<file path="config.mk">
export PLATFORM = sky130hd
export DESIGN_NAME = ps2_scancode_fifo_flat
export DESIGN_NICKNAME = d
export VERILOG_FILES = /design/src/rtl/ps2_scancode_fifo_pkg.sv /design/src/rtl/ps2_scancode_fifo_if.sv /design/src/rtl/ps2_scancode_fifo_event_fifo.sv /design/src/rtl/ps2_scancode_fifo.sv /design/src/flat_wrapper.sv
export SDC_FILE = /design/constraint.sdc
export NUM_CORES = 1
export LEC_CHECK = 0
export CAP_MARGIN = 10
export CELL_PAD_IN_SITES_DETAIL_PLACEMENT = 1
export CELL_PAD_IN_SITES_GLOBAL_PLACEMENT = 2
export CORE_MARGIN = 5
export CORE_UTILIZATION = 47
export DETAILED_ROUTE_END_ITERATION = 7
export PLACE_DENSITY = 0.88
export SLEW_MARGIN = 20
export SYNTH_ARGS = -nofsm -noshare
export SYNTH_HDL_FRONTEND = slang
export SYNTH_SLANG_ARGS = --single-unit
</file>
<file path="constraint.sdc">
create_clock -name clk -period 5.75 [get_ports clk]
set_input_delay 1.4375 -clock clk [delete_from_list [all_inputs] [get_ports clk]]
set_output_delay 1.4375 -clock clk [all_outputs]
set_load 0.01 [all_outputs]
</file>
<file path="src/rtl/ps2_scancode_fifo_pkg.sv">
// ---- ps2_scancode_fifo_pkg : shared register map, status layout and queue entry (rev 1.0) ----
`default_nettype none

package ps2_scancode_fifo_pkg;

  localparam logic [7:0] ADDR_SCANCODE = 8'h04;
  localparam logic [7:0] ADDR_KBSTATUS = 8'h05;
  localparam logic [7:0] ADDR_KBCOUNT  = 8'h06;

  localparam int ST_PEN  = 0;
  localparam int ST_EXT  = 1;
  localparam int ST_RLS  = 2;
  localparam int ST_ERR  = 3;
  localparam int ST_FULL = 5;
  localparam int ST_OVF  = 6;
  localparam int ST_BSY  = 7;

  localparam int CTRL_OVF_CLR = 6;
  localparam int CTRL_FLUSH   = 7;

  localparam int ENTRY_W = 10;

  typedef struct packed {
    logic       ext;
    logic       rls;
    logic [7:0] code;
  } entry_t;

  function automatic logic [7:0] pack_status(input logic bsy, input logic ovf,
                                             input logic full, input logic err,
                                             input logic rls, input logic ext,
                                             input logic pen);
    logic [7:0] s;
    s          = '0;
    s[ST_BSY]  = bsy;
    s[ST_OVF]  = ovf;
    s[ST_FULL] = full;
    s[ST_ERR]  = err;
    s[ST_RLS]  = rls;
    s[ST_EXT]  = ext;
    s[ST_PEN]  = pen;
    return s;
  endfunction

endpackage

`default_nettype wire

</file>
<file path="src/rtl/ps2_scancode_fifo_if.sv">
// ---- ps2_scancode_fifo_if : PS/2 event input plus ZX-UNO register bus (rev 1.0) ----
`default_nettype none

interface ps2_scancode_fifo_if;
  logic       kb_interrupt;
  logic [7:0] scancode;
  logic       extended;
  logic       released;
  logic       ps2busy;
  logic       kberror;
  logic [7:0] zxuno_addr;
  logic       zxuno_regrd;
  logic       zxuno_regwr;
  logic [7:0] din;
  logic [7:0] scancode_dout;
  logic       oe_n_scancode;
  logic [7:0] kbstatus_dout;
  logic       oe_n_kbstatus;
  logic [7:0] count_dout;
  logic       oe_n_count;
  logic       irq_n;

  modport master (
    output kb_interrupt, scancode, extended, released, ps2busy, kberror,
           zxuno_addr, zxuno_regrd, zxuno_regwr, din,
    input  scancode_dout, oe_n_scancode, kbstatus_dout, oe_n_kbstatus,
           count_dout, oe_n_count, irq_n
  );

  modport slave (
    input  kb_interrupt, scancode, extended, released, ps2busy, kberror,
           zxuno_addr, zxuno_regrd, zxuno_regwr, din,
    output scancode_dout, oe_n_scancode, kbstatus_dout, oe_n_kbstatus,
           count_dout, oe_n_count, irq_n
  );
endinterface

`default_nettype wire

</file>
<file path="src/rtl/ps2_scancode_fifo_event_fifo.sv">
// ---- ps2_scancode_fifo_event_fifo : generic sync FIFO with flush and registered head (rev 1.0) ----
`default_nettype none

module ps2_scancode_fifo_event_fifo #(
  parameter int WIDTH      = 10,
  parameter int DEPTH_LOG2 = 4
) (
  input  logic                  clk,
  input  logic                  rst_n,
  input  logic                  flush,
  input  logic                  push,
  input  logic [WIDTH-1:0]      push_data,
  input  logic                  pop,
  output logic [WIDTH-1:0]      head,
  output logic [DEPTH_LOG2:0]   count,
  output logic                  full,
  output logic                  empty
);

  localparam int DEPTH = 1 << DEPTH_LOG2;
  localparam int CW    = DEPTH_LOG2 + 1;

  logic [WIDTH-1:0]      mem [DEPTH];
  logic [DEPTH_LOG2-1:0] r_rd_ptr;
  logic [DEPTH_LOG2-1:0] r_wr_ptr;
  logic [DEPTH_LOG2-1:0] w_rd_ptr_nxt;
  logic [CW-1:0]         r_count;
  logic [CW-1:0]         w_count_nxt;
  logic [WIDTH-1:0]      r_head;
  logic [WIDTH-1:0]      w_head_nxt;
  logic                  w_do_pop;
  logic                  w_do_push;

  assign empty     = (r_count == '0);
  assign full      = (r_count == CW'(DEPTH));
  assign w_do_pop  = pop & ~empty;
  assign w_do_push = push & (~full | w_do_pop);

  // Head is precomputed so it is valid the cycle after the push/pop lands;
  // a push landing on the new read slot bypasses the memory.
  always_comb begin
    w_rd_ptr_nxt = r_rd_ptr + DEPTH_LOG2'(w_do_pop);
    w_count_nxt  = r_count + CW'(w_do_push) - CW'(w_do_pop);
    w_head_nxt   = '0;
    if (w_count_nxt != '0) begin
      if (w_do_push && (w_rd_ptr_nxt == r_wr_ptr)) begin
        w_head_nxt = push_data;
      end else begin
        w_head_nxt = mem[w_rd_ptr_nxt];
      end
    end
  end

  always_ff @(posedge clk) begin
    if (w_do_push && !flush) begin
      mem[r_wr_ptr] <= push_data;
    end
  end

  always_ff @(posedge clk) begin
    if (!rst_n) begin
      r_rd_ptr <= '0;
      r_wr_ptr <= '0;
      r_count  <= '0;
      r_head   <= '0;
    end else if (flush) begin
      r_rd_ptr <= '0;
      r_wr_ptr <= '0;
      r_count  <= '0;
      r_head   <= '0;
    end else begin
      r_rd_ptr <= w_rd_ptr_nxt;
      r_wr_ptr <= r_wr_ptr + DEPTH_LOG2'(w_do_push);
      r_count  <= w_count_nxt;
      r_head   <= w_head_nxt;
    end
  end

  assign head  = r_head;
  assign count = r_count;

endmodule

`default_nettype wire

</file>
<file path="src/rtl/ps2_scancode_fifo.sv">
// ---- ps2_scancode_fifo : queued PS/2 scancode/status/count registers for ZX-UNO (rev 1.0) ----
`default_nettype none

module ps2_scancode_fifo
  import ps2_scancode_fifo_pkg::*;
#(
  parameter int         DEPTH_LOG2     = 4,
  parameter bit         DROP_TYPEMATIC = 1'b1,
  parameter logic [7:0] SCANCODE       = ADDR_SCANCODE,
  parameter logic [7:0] KBSTATUS       = ADDR_KBSTATUS,
  parameter logic [7:0] KBCOUNT        = ADDR_KBCOUNT
) (
  input  logic               clk,
  input  logic               rst_n,
  ps2_scancode_fifo_if.slave bus
);

  logic                r_rd_d;
  logic                r_wr_d;
  logic                r_rd_sc;
  logic                r_rd_st;
  logic                r_ovf;
  logic                r_bsy;
  logic                r_err;
  logic [8:0]          r_trk;
  logic                r_trk_vld;
  logic                w_rd_rise;
  logic                w_rd_fall;
  logic                w_pop;
  logic                w_st_rd_done;
  logic                w_wr_rise;
  logic                w_flush;
  logic                w_ovf_wr_clr;
  logic                w_ovf_set;
  logic                w_match;
  logic                w_filtered;
  logic                w_push;
  logic                w_full;
  logic                w_empty;
  logic [DEPTH_LOG2:0] w_count;
  entry_t              w_entry;
  entry_t              w_head;
  logic                w_unused;

  assign w_unused     = ^bus.din[5:0];

  assign w_rd_rise    = bus.zxuno_regrd & ~r_rd_d;
  assign w_rd_fall    = r_rd_d & ~bus.zxuno_regrd;
  assign w_pop        = w_rd_fall & r_rd_sc;
  assign w_st_rd_done = w_rd_fall & r_rd_st;
  assign w_wr_rise    = bus.zxuno_regwr & ~r_wr_d & (bus.zxuno_addr == KBSTATUS);
  assign w_flush      = w_wr_rise & bus.din[CTRL_FLUSH];
  assign w_ovf_wr_clr = w_wr_rise & bus.din[CTRL_OVF_CLR];

  assign w_entry      = {bus.extended, bus.released, bus.scancode};
  assign w_match      = r_trk_vld & (r_trk == {bus.extended, bus.scancode});
  assign w_filtered   = DROP_TYPEMATIC & ~bus.released & w_match;
  assign w_push       = bus.kb_interrupt & ~w_filtered;
  // A full queue is never empty, so any pop request frees a slot for the push.
  assign w_ovf_set    = w_push & w_full & ~w_pop & ~w_flush;

  // Strobe history resets high so a strobe still asserted when reset lifts
  // is not mistaken for a fresh access and cannot pop on its falling edge.
  always_ff @(posedge clk) begin
    if (!rst_n) begin
      r_rd_d    <= 1'b1;
      r_wr_d    <= 1'b1;
      r_rd_sc   <= 1'b0;
      r_rd_st   <= 1'b0;
      r_ovf     <= 1'b0;
      r_bsy     <= 1'b0;
      r_err     <= 1'b0;
      r_trk     <= '0;
      r_trk_vld <= 1'b0;
    end else begin
      r_rd_d <= bus.zxuno_regrd;
      r_wr_d <= bus.zxuno_regwr;
      r_bsy  <= bus.ps2busy;
      r_err  <= bus.kberror;

      if (w_rd_rise) begin
        r_rd_sc <= (bus.zxuno_addr == SCANCODE);
        r_rd_st <= (bus.zxuno_addr == KBSTATUS);
      end else if (w_rd_fall) begin
        r_rd_sc <= 1'b0;
        r_rd_st <= 1'b0;
      end

      if (w_ovf_set) begin
        r_ovf <= 1'b1;
      end else if (w_ovf_wr_clr || w_st_rd_done) begin
        r_ovf <= 1'b0;
      end

      if (w_flush) begin
        r_trk_vld <= 1'b0;
      end else if (bus.kb_interrupt && DROP_TYPEMATIC) begin
        if (!bus.released) begin
          if (!w_filtered) begin
            r_trk     <= {bus.extended, bus.scancode};
            r_trk_vld <= 1'b1;
          end
        end else if (w_match) begin
          r_trk_vld <= 1'b0;
        end
      end
    end
  end

  ps2_scancode_fifo_event_fifo #(
    .WIDTH      (ENTRY_W),
    .DEPTH_LOG2 (DEPTH_LOG2)
  ) u_fifo (
    .clk       (clk),
    .rst_n     (rst_n),
    .flush     (w_flush),
    .push      (w_push),
    .push_data (w_entry),
    .pop       (w_pop),
    .head      (w_head),
    .count     (w_count),
    .full      (w_full),
    .empty     (w_empty)
  );

  assign bus.scancode_dout = w_head.code;
  assign bus.kbstatus_dout = pack_status(r_bsy, r_ovf, w_full, r_err,
                                         w_head.rls, w_head.ext, ~w_empty);
  assign bus.count_dout    = 8'(w_count);
  assign bus.irq_n         = ~(~w_empty | r_ovf);

  assign bus.oe_n_scancode = ~(bus.zxuno_regrd & (bus.zxuno_addr == SCANCODE));
  assign bus.oe_n_kbstatus = ~(bus.zxuno_regrd & (bus.zxuno_addr == KBSTATUS));
  assign bus.oe_n_count    = ~(bus.zxuno_regrd & (bus.zxuno_addr == KBCOUNT));

endmodule

`default_nettype wire

</file>
<file path="src/flat_wrapper.sv">
// flat-port wrapper written by rule: the top's interface ports become plain ports
module ps2_scancode_fifo_flat import ps2_scancode_fifo_pkg::*;
#(
  parameter int         DEPTH_LOG2     = 4,
  parameter bit         DROP_TYPEMATIC = 1'b1,
  parameter logic [7:0] SCANCODE       = ADDR_SCANCODE,
  parameter logic [7:0] KBSTATUS       = ADDR_KBSTATUS,
  parameter logic [7:0] KBCOUNT        = ADDR_KBCOUNT
)
  (clk, rst_n, bus_kb_interrupt, bus_scancode, bus_extended, bus_released, bus_ps2busy, bus_kberror, bus_zxuno_addr, bus_zxuno_regrd, bus_zxuno_regwr, bus_din, bus_scancode_dout, bus_oe_n_scancode, bus_kbstatus_dout, bus_oe_n_kbstatus, bus_count_dout, bus_oe_n_count, bus_irq_n);
  ps2_scancode_fifo_if bus_i ();
  input  logic clk;
  input  logic rst_n;
  input wire logic [$bits(bus_i.kb_interrupt)-1:0] bus_kb_interrupt;
  input wire logic [$bits(bus_i.scancode)-1:0] bus_scancode;
  input wire logic [$bits(bus_i.extended)-1:0] bus_extended;
  input wire logic [$bits(bus_i.released)-1:0] bus_released;
  input wire logic [$bits(bus_i.ps2busy)-1:0] bus_ps2busy;
  input wire logic [$bits(bus_i.kberror)-1:0] bus_kberror;
  input wire logic [$bits(bus_i.zxuno_addr)-1:0] bus_zxuno_addr;
  input wire logic [$bits(bus_i.zxuno_regrd)-1:0] bus_zxuno_regrd;
  input wire logic [$bits(bus_i.zxuno_regwr)-1:0] bus_zxuno_regwr;
  input wire logic [$bits(bus_i.din)-1:0] bus_din;
  output wire logic [$bits(bus_i.scancode_dout)-1:0] bus_scancode_dout;
  output wire logic [$bits(bus_i.oe_n_scancode)-1:0] bus_oe_n_scancode;
  output wire logic [$bits(bus_i.kbstatus_dout)-1:0] bus_kbstatus_dout;
  output wire logic [$bits(bus_i.oe_n_kbstatus)-1:0] bus_oe_n_kbstatus;
  output wire logic [$bits(bus_i.count_dout)-1:0] bus_count_dout;
  output wire logic [$bits(bus_i.oe_n_count)-1:0] bus_oe_n_count;
  output wire logic [$bits(bus_i.irq_n)-1:0] bus_irq_n;
  assign bus_i.kb_interrupt = bus_kb_interrupt;
  assign bus_i.scancode = bus_scancode;
  assign bus_i.extended = bus_extended;
  assign bus_i.released = bus_released;
  assign bus_i.ps2busy = bus_ps2busy;
  assign bus_i.kberror = bus_kberror;
  assign bus_i.zxuno_addr = bus_zxuno_addr;
  assign bus_i.zxuno_regrd = bus_zxuno_regrd;
  assign bus_i.zxuno_regwr = bus_zxuno_regwr;
  assign bus_i.din = bus_din;
  assign bus_scancode_dout = bus_i.scancode_dout;
  assign bus_oe_n_scancode = bus_i.oe_n_scancode;
  assign bus_kbstatus_dout = bus_i.kbstatus_dout;
  assign bus_oe_n_kbstatus = bus_i.oe_n_kbstatus;
  assign bus_count_dout = bus_i.count_dout;
  assign bus_oe_n_count = bus_i.oe_n_count;
  assign bus_irq_n = bus_i.irq_n;
  ps2_scancode_fifo #(.DEPTH_LOG2(DEPTH_LOG2), .DROP_TYPEMATIC(DROP_TYPEMATIC), .SCANCODE(SCANCODE), .KBSTATUS(KBSTATUS), .KBCOUNT(KBCOUNT)) u_core (.clk(clk), .rst_n(rst_n), .bus(bus_i));
endmodule
</file>
==> results.sh <==
export IMPL_grt_max_degree=33
export IMPL_cts_setup_buffers=0
export IMPL_ys_ff_latch=200
export IMPL_critPathSlowestCell="or4_4"
export IMPL_track_usage_pct=20.0
export IMPL_synth_edf_count=160
export IMPL_period_share_pct=83.8
export IMPL_synth_xor_area_share_pct=2.35
export IMPL_num_vias=4460
export IMPL_grt_overflow=0
export IMPL_p_leak_nw=3.13
export IMPL_tns_ps=0
export IMPL_required_ps=4310
export IMPL_cts_buffers=17
export IMPL_antenna_found_initial=0
export IMPL_p_int_mw=2.44
export IMPL_dr_pass1_iters=5
export IMPL_synth_top_area_share_pct=58.7
export IMPL_gp_congestion=0.807
export IMPL_seqCellArea_sq_um=5610
export IMPL_critical_path_max_fanout=9
export IMPL_slowest_delay_ps=570
export IMPL_via_per_inst=5.66
export IMPL_fmax_mhz=207
export IMPL_final_area_sq_um=9580
export IMPL_die_area_sq_um=20200
export IMPL_syn_area_per_cell_sq_um=16.8
export IMPL_p_switching_mw=0.864
export IMPL_wl_um=19200
export IMPL_cts_tree="built"
export IMPL_grt_pass1_wl_um=29700
export IMPL_path_cells="clkdlybuf4s50_1, or4_4, nor4b_4, buf_4, nand2_1, clkdlybuf4s50_1"
export IMPL_outcome="finished, final reports clean"
export IMPL_fin_total_pwr_mw=3.30
export IMPL_tightest_slew_ps=1110
export IMPL_path_class="in -> out"
export IMPL_io_buffers=50
export IMPL_clk_path_buf_depth=2
export IMPL_fin_skew_ps=12.5
export IMPL_startpoint_type="primary input"
export IMPL_synth_area_sq_um=8190
export IMPL_setup_viol=0
export IMPL_area_growth_pct=17.0
export IMPL_fin_cells=788
export IMPL_multi_input_comb_area_sq_um=2420
export IMPL_muxShareOfSynthArea_pct=15.8
export IMPL_fillers=1611
export IMPL_dp_cells=756
export IMPL_end_kind="output pin"
export IMPL_p_per_area_nw_per_um2=345
export IMPL_holdCritPathClass="reg -> reg"
export IMPL_peakVddDrop_uv=203
export IMPL_wl_per_cell_um=24.4
export IMPL_worstSkewPairLatency_ps=440
export IMPL_syn_inst=487
export IMPL_pwr_share_seq_pct=51.1
export IMPL_path_common_cell="clkdlybuf4s50_1"
export IMPL_hold_viol=0
export IMPL_pwr_share_clk_pct=33.5
export IMPL_first_global_vias=4844
export IMPL_ant_nets=0
export IMPL_ys_seq_area_share_pct=68.4
export IMPL_synth_fa_ha_area_share_pct=2.08
export IMPL_rows=48
export IMPL_fin_hold_ws_ps=495
export IMPL_hold_buffers=0
export IMPL_synth_area_leaders="edfxtp_1, mux4_2, dfxtp_1, mux2i_1, xnor2_1"
export IMPL_drive_above_1_share_pct=19.2
export IMPL_synth_simple_area_share_pct=6.11
export IMPL_cp_arrival_ps=3380
export IMPL_io_pins=61
export IMPL_cts_clk_slew_worst_paths_ps=70
export IMPL_drc=0
export IMPL_coreArea_sq_um=17200
export IMPL_synth_async_reset_ratio_pct=0
export IMPL_synth_compound_area_share_pct=2.64
export IMPL_cts_resized=0
export IMPL_synth_top_family_by_area="multiplexers"
export IMPL_start_util_pct=47.7
export IMPL_pwr_share_comb_pct=15.4
export IMPL_cts_htree_levels=4
export IMPL_synth_flop_cell="edfxtp_1"
export IMPL_placed_area_sq_um=9020
export IMPL_cap_violations=0
export IMPL_die_w_um=142
export IMPL_synth_yosys_warnings=0
export IMPL_die_height_um=142
export IMPL_clockRootBuffer="clkbuf_16"
export IMPL_yosys_area_top_type="edfxtp_1"
export IMPL_synth_cell_type_count=39
export IMPL_swShare_pct=26.1
export IMPL_fin_crit_ps=4820
export IMPL_dpl_hpwl_um=13100
export IMPL_maxSlewHeadroom_pct=25.5
export IMPL_diodes=0
export IMPL_grt_setup_unrepaired="no"
export IMPL_nNetsFinal=596
export IMPL_drt_initial_drc_count=378
export IMPL_report_final_slew_viol_count=0
export IMPL_cts_sinks=200
==> power by group through the flow <==
stage | Combinational (mW) | Sequential, mW | Clock (mW)
floorplan | 0.267 | 1.72 | 0
global placement | 0.479 | 1.72 | 0
detailed placement | 0.503 | 1.72 | 0
CTS | 0.511 | 1.69 | 1.12
global route | 0.551 | 1.70 | 1.19
finish | 0.508 | 1.69 | 1.11
==> metal layers <==
layer,part of all wire [%],GRT usage (%),vias up,wire length [um]
li1,-,-,1992,-
met1,41,25.2,2309,7920
met2,52,34.9,137,10100
met3,4.6,4.30,22,889
met4,1.8,6.41,0,337
met5,0,0,-,0
==> cell type report <==
type	instances	area share [%]
timing repair buffer	72	7.21
clock inverter	14	1.28
tap	225	2.94
multi-input combinational	249	25.2
clock buffer	18	4.48
sequential	200	58.5
inverter	10	0.392
==> Yosys cell counts, types with 4 or more instances <==
cell and number:
buf_4 9, mux2i_1 39, nand2_1 8, mux4_2 40
nand2b_1 6, buf_2 6, dfxtp_1 40, nor3_1 6
edfxtp_1 160, xnor2_1 19, nor2_1 31, inv_1 10
clkbuf_1 11, nand3_1 17, nand3b_1 4, o21ai_1 10
and2_1 9, a21oi_1 15, ha_1 12
==> cell families (layout without fill, tap and decap cells) <==
kind of cell / Yosys count / after routing
xor gates and xnor gates: 22 / 22
and+or+nand+nor: 94 / 94
AOI/OAI and AO/OA: 37 / 37
DFF: 200 / 200
other: 1 / 4
adders and majority gates: 13 / 13
muxes: 79 / 79
buffers and inverters: 41 / 114
==> flip-flops by register name, indices dropped and copies added (netlist names), 4 cells and up <==
name                    cells
u_core.u_fifo.r_rd_ptr      4
u_core.u_fifo.count         5
u_core.u_fifo.head         10
u_core.u_fifo.mem         160
u_core.r_trk                9
u_core.u_fifo.r_wr_ptr      4
==> layout by cell type, fill, tap and decap left out, types with 4 or more instances in the layout <==
cell type	count
nand2b_1	6
ha_1	11
clkinvlp_4	4
nand3_1	17
a21oi_1	15
nor2_1	25
edfxtp_1	160
nor2_2	6
mux2i_1	39
clkdlybuf4s50_1	50
o21ai_1	10
nand3b_1	4
nand2_1	8
inv_1	10
conb_1	4
xnor2_1	19
clkinv_4	4
nor3_1	6
clkbuf_16	17
buf_4	20
and2_1	9
mux4_2	40
dfxtp_1	40
==> final timing paths <==
check / startpoint / end / slack [ps] / cells past startpoint
setup / recovery: bus_zxuno_addr[5] / bus_oe_n_kbstatus / 930 / 6
hold / removal: u_core.r_rd_st / u_core.r_rd_st / 500 / 2
setup reg to reg: u_core.u_fifo.count[3] / u_core.u_fifo.head[4] / 1850 / 11
hold reg to reg: u_core.r_rd_st / u_core.r_rd_st / 500 / 2
==> critical path: cells and delay by family <==
family / cells / cell delay [ps]
buffers and inverters: 3 / 1080
AND/OR/NAND/NOR: 3 / 860
==> stage by stage <==
step	utilization, %	setup slack (ps)
3_5_place_dp	52.5	634
6_report	55.8	930
2_1_floorplan	-	1800
4_1_cts	55.7	916
3_3_place_gp	52.5	624
5_1_grt	55.8	847
No activity file was read; power rests on OpenSTA's default activity.
